--- config.mk ---
export PLATFORM = sky130hd
export DESIGN_NAME = sync_filter
export DESIGN_NICKNAME = d
export VERILOG_FILES = /design/src/rtl/sync_filter_pkg.sv /design/src/rtl/sync_filter_channel.sv /design/src/rtl/sync_filter.sv
export SDC_FILE = /design/constraint.sdc
export NUM_CORES = 1
export LEC_CHECK = 0
export ABC_CLOCK_PERIOD_IN_PS = 1300
export CAP_MARGIN = 25
export CORE_AREA = 2 2 39 41
export CTS_BUF_LIST = sky130_fd_sc_hd__clkbuf_4 sky130_fd_sc_hd__clkbuf_8
export DETAILED_ROUTE_END_ITERATION = 7
export DIE_AREA = 0 0 41 43
export SKIP_CTS_REPAIR_TIMING = 1
export SLEW_MARGIN = 20
export SYNTH_ARGS = -nofsm -noshare
export SYNTH_HDL_FRONTEND = slang
export SYNTH_SLANG_ARGS = --single-unit
--- constraint.sdc ---
create_clock -name clk -period 1.3 [get_ports clk]
set_input_delay 0.325 -clock clk [delete_from_list [all_inputs] [get_ports clk]]
set_output_delay 0.325 -clock clk [all_outputs]
set_load 0.02 [all_outputs]
--- src/rtl/sync_filter_pkg.sv ---
// Shared elaboration limits for the synchronise-and-filter block.
package sync_filter_pkg;

    localparam int SF_MIN_STAGES     = 2;
    localparam int SF_MIN_FILTER_LEN = 1;

    function automatic bit sf_params_ok(input int stages, input int filter_len);
        return (stages >= SF_MIN_STAGES) && (filter_len >= SF_MIN_FILTER_LEN);
    endfunction

endpackage

--- src/rtl/sync_filter_channel.sv ---
// One channel: metastability chain, qualified-sample debounce counter, edge pulses.
module sync_filter_channel #(
    parameter int   STAGES     = 2,
    parameter int   FILTER_LEN = 4,
    parameter logic RESET_VAL  = 1'b0
) (
    input  logic clk,
    input  logic rst,
    input  logic d,
    input  logic sample_en,
    output logic q,
    output logic rise,
    output logic fall
);

    localparam int CNT_W = $clog2(FILTER_LEN + 1);
    localparam logic [CNT_W-1:0] CNT_LAST = CNT_W'(FILTER_LEN - 1);

    logic [STAGES-1:0] sync_p;
    logic [CNT_W-1:0]  cnt;
    logic              s;

    assign s = sync_p[STAGES-1];

    // sync_p[0] is the only flop that sees the asynchronous d
    always_ff @(posedge clk) begin
        if (rst) begin
            sync_p <= {STAGES{RESET_VAL}};
            q      <= RESET_VAL;
            cnt    <= '0;
            rise   <= 1'b0;
            fall   <= 1'b0;
        end else begin
            sync_p <= {sync_p[STAGES-2:0], d};
            rise   <= 1'b0;
            fall   <= 1'b0;
            if (s == q) begin
                cnt <= '0;
            end else if (sample_en) begin
                if (cnt == CNT_LAST) begin
                    q    <= s;
                    cnt  <= '0;
                    rise <= s;
                    fall <= ~s;
                end else begin
                    cnt <= cnt + 1'b1;
                end
            end
        end
    end

endmodule

--- src/rtl/sync_filter.sv ---
// Multi-channel synchroniser with per-channel debounce and rise/fall pulse outputs.
module sync_filter
    import sync_filter_pkg::*;
#(
    parameter int               WIDTH      = 1,
    parameter int               STAGES     = 2,
    parameter int               FILTER_LEN = 4,
    parameter logic [WIDTH-1:0] RESET_VAL  = '0
) (
    input  logic             clk,
    input  logic             rst,
    input  logic [WIDTH-1:0] d,
    input  logic             sample_en,
    output logic [WIDTH-1:0] q,
    output logic [WIDTH-1:0] rise,
    output logic [WIDTH-1:0] fall
);

    if (!sf_params_ok(STAGES, FILTER_LEN)) begin : g_bad_params
        $error("sync_filter: STAGES must be >= %0d and FILTER_LEN >= %0d",
               SF_MIN_STAGES, SF_MIN_FILTER_LEN);
    end

    for (genvar i = 0; i < WIDTH; i++) begin : g_ch
        sync_filter_channel #(
            .STAGES     (STAGES),
            .FILTER_LEN (FILTER_LEN),
            .RESET_VAL  (RESET_VAL[i])
        ) u_ch (
            .clk        (clk),
            .rst        (rst),
            .d          (d[i]),
            .sample_en  (sample_en),
            .q          (q[i]),
            .rise       (rise[i]),
            .fall       (fall[i])
        );
    end

endmodule

==> out/qor.txt, run 1 <==
================================================================================
Number of antenna violations at the first check in global routing              0
Slew at the pin closest to its max-slew limit                          0.2210 ns
H-tree depth                                                                   1
Die H                                                                      43 µm
Clock transition at the registers of the reported paths                  0.05 ns
Required time of the critical path                                       0.98 ns
Via count of the routed design                                               216
Share of Yosys cell area claimed by the top area cell type                56.14%
Most used standard cell by instance count after synthesis           sky130_fd_sc_hd__dfxtp_1
Port bufs                                                                      6
Initial DRC Count                                                              1
Mapped Cells                                                                  28
Crit path max fanout                                                           2
Cell area reported after detailed placement                            387.9 µm²
Final net count                                                               47
Predominant post-synthesis flop cell                                sky130_fd_sc_hd__dfxtp_1
Number of nets with antenna violations after detailed routing                  0
Post-synth EDFFs                                                               0
Total nets after synthesis                                                    33
CP Launch Type                                                          register
Pwr/cell area                                                        1091 nW/µm²
Cell types occupying the most area after synthesis                  sky130_fd_sc_hd__dfxtp_1 56%, sky130_fd_sc_hd__mux2i_1 7.0%, sky130_fd_sc_hd__nand2b_1 6.6%, sky130_fd_sc_hd__nand3b_1 5.3%, sky130_fd_sc_hd__ha_1 4.4%
Clock tree from TritonCTS                                                    yes
Crit path largest cell delay                                             0.32 ns
Critical path type                                                  register to output port
All-Layer GR Usage                                                        7.157%
Inserted Diodes                                                                0
Mean cell area of the mapped netlist                                   10.19 µm²
Worst slew margin relative to its limit                                   85.24%
Final hold vios                                                                0
TritonCTS Buffers                                                              3
Arrival time at the worst endpoint                                       0.79 ns
Result of the run                                                   finished clean
Global-route wire length before repair                                    752 µm
Initial DRT Pass Iterations                                                    2
Time the final worst path needs with I/O delays and setup               1.117 ns
Maximum Capacitance Violations                                                 0
Power after layout                                                     0.4558 mW
Path type of the worst min-delay path                               register to register
Number of global-route vias before repair                                    206
I/O pin total                                                                  7
Worst setup EP type                                                  output port
Overall routed net length                                                 405 µm
RSZ-0062 raised after global routing                                       false
Layout cell share with drive strength beyond 1                            15.00%
Wire per inst                                                           7.232 µm
Max Slew Vio Count                                                             0
Top Family by Delay on Critical Path                                  flip-flops
Final weighted congestion in routability-driven placement                 0.6744
Die X-Extent                                                               41 µm
Area inside the core boundary                                           1384 µm²
Share of the yosys chip area belonging to registers                       56.14%
Post-detailed-route via-to-cell ratio                                      3.857
Total global routing overflow                                                  0
Cell area after synthesis                                              285.3 µm²
Largest net degree at the start of global routing                              6
Placement row count                                                           14
Number of buffers on the longest clock path                                    2
Effective utilization at floorplan                                        20.61%
Die area                                                                1763 µm²
Leakage power                                                          0.2245 nW
Cells traversed along the worst timing path                         dlymetal6s2s_1
Relative area change from synthesis to final layout                       46.49%
TNS Setup                                                                   0 ns
Total of flip-flops plus latches after synthesis                               8
Share of synthesized flip-flops with an asynchronous set or reset             0%
Final instance area                                                    417.9 µm²
Worst-skew pair later-pin latency                                        0.25 ns
Cell taking the most area after synthesis                           sky130_fd_sc_hd__dfxtp_1
Worst Skew                                                           0.001715 ns
Master cell of the clock root buffer                                sky130_fd_sc_hd__clkbuf_4
Number of remaining DRC errors                                                 0
HPWL after detailed placement                                           327.5 µm
Worst hold margin                                                      0.4331 ns
Setup-violating endpoint count in the final report                             0
Cell with the largest stage delay on the worst path                 sky130_fd_sc_hd__dfxtp_1
Warning count from the yosys run                                               0
Final clock period utilization by the worst path                          85.90%
Number of clock sinks                                                          8
Worst vdd ir                                                            536.1 µV
CP bufs+invs                                                                   1
Fmax achieved                                                          895.5 MHz
Synth cell count leaders                                            8 x sky130_fd_sc_hd__dfxtp_1, 3 x sky130_fd_sc_hd__nand2b_1, 3 x sky130_fd_sc_hd__nor2_1
Distinct cells, synth                                                         12
================================================================================
[kinds of logic (layout without fill, tap and decap cells)]
group	count (synthesis)	count (layout)	share of synthesized area [%]
buffers and inverters	1	13	1.315
xor gates and xnor gates	1	1	3.071
DFF	8	8	56.14
and+or+nand+nor	14	14	26.32
adders and majority gates	1	1	4.385
AOI/OAI and AO/OA	1	1	1.753
muxes	2	2	7.018
[layout by cell type, fill, tap and decap left out, drive strengths merged]
cell type,synthesis,routed
nand2b,3,3
nand3b,2,2
nor2b,2,2
ha,1,1
inv,1,1
nor3,2,2
nor2,3,3
buf,0,3
xor2,1,1
clkdlybuf4s50,0,3
dfxtp,8,8
mux2i,2,2
a21oi,1,1
nand2,2,2
dlymetal6s2s,0,3
clkbuf,0,3
[through the flow]
stage	setup WS [ns]	util (%)	cells
6_report	0.1833	30.20	56
5_1_grt	0.1284	30.20	56
4_1_cts	-0.2172	29.66	56
3_5_place_dp	-0.005371	28.03	53
3_3_place_gp	0.003448	28.03	53
2_1_floorplan	0.3212	-	28
[cell type report]
cell class / count / area [µm²]
inverter: 1 / 3.754
tap: 16 / 20.02
timing repair buffer: 9 / 90.09
fill: 149 / 965.9
multi-input combinational: 19 / 121.4
sequential: 8 / 160.2
clock buffer: 3 / 22.52
[registers in the layout, summed over array words and instances (netlist names)]
signal,count
g_ch.u_ch.rise,1
g_ch.u_ch.fall,1
g_ch.u_ch.cnt,3
g_ch.u_ch.q,1
g_ch.u_ch.sync_p,2
[metal layers]
layer	global-route usage, %	part of all wire [%]	vias to the layer above
met5	0	0	-
met4	2.000	0	0
met3	9.424	13	0
met2	9.063	46	9
met1	6.840	41	92
li1	-	-	115
[final timing paths]
| kind | start | cells past startpoint | slack, ns | endpoint |
|---|---|---|---|---|
| worst max-delay path | g_ch[0].u_ch.q$_SDFFE_PP0P_ | 1 | 0.18 | q |
| worst max register to register | g_ch[0].u_ch.cnt[0]$_SDFFE_PP0P_ | 4 | 0.23 | g_ch[0].u_ch.q$_SDFFE_PP0P_ |
| worst min register to register | g_ch[0].u_ch.sync_p[0]$_SDFF_PP0_ | 1 | 0.43 | g_ch[0].u_ch.sync_p[1]$_SDFF_PP0_ |
| worst min-delay path | g_ch[0].u_ch.sync_p[0]$_SDFF_PP0_ | 1 | 0.43 | g_ch[0].u_ch.sync_p[1]$_SDFF_PP0_ |
[power by group]
part | switching [mW] | internal, mW
combinational | 0.00740 | 0.0165
clock | 0.0758 | 0.105
sequential | 0.00191 | 0.249
Power figures use the tool's default switching activity.
==> run 2: changes to the inputs <==
--- a/config.mk
+++ b/config.mk
@@ -5,7 +5,6 @@
 export SDC_FILE = /design/constraint.sdc
 export NUM_CORES = 1
 export LEC_CHECK = 0
-export ABC_CLOCK_PERIOD_IN_PS = 1300
 export CAP_MARGIN = 25
 export CORE_AREA = 2 2 39 41
 export CTS_BUF_LIST = sky130_fd_sc_hd__clkbuf_4 sky130_fd_sc_hd__clkbuf_8
==> results of run 2 <==
Same layout as run 1: the final DEF is identical, and so are final timing and power.
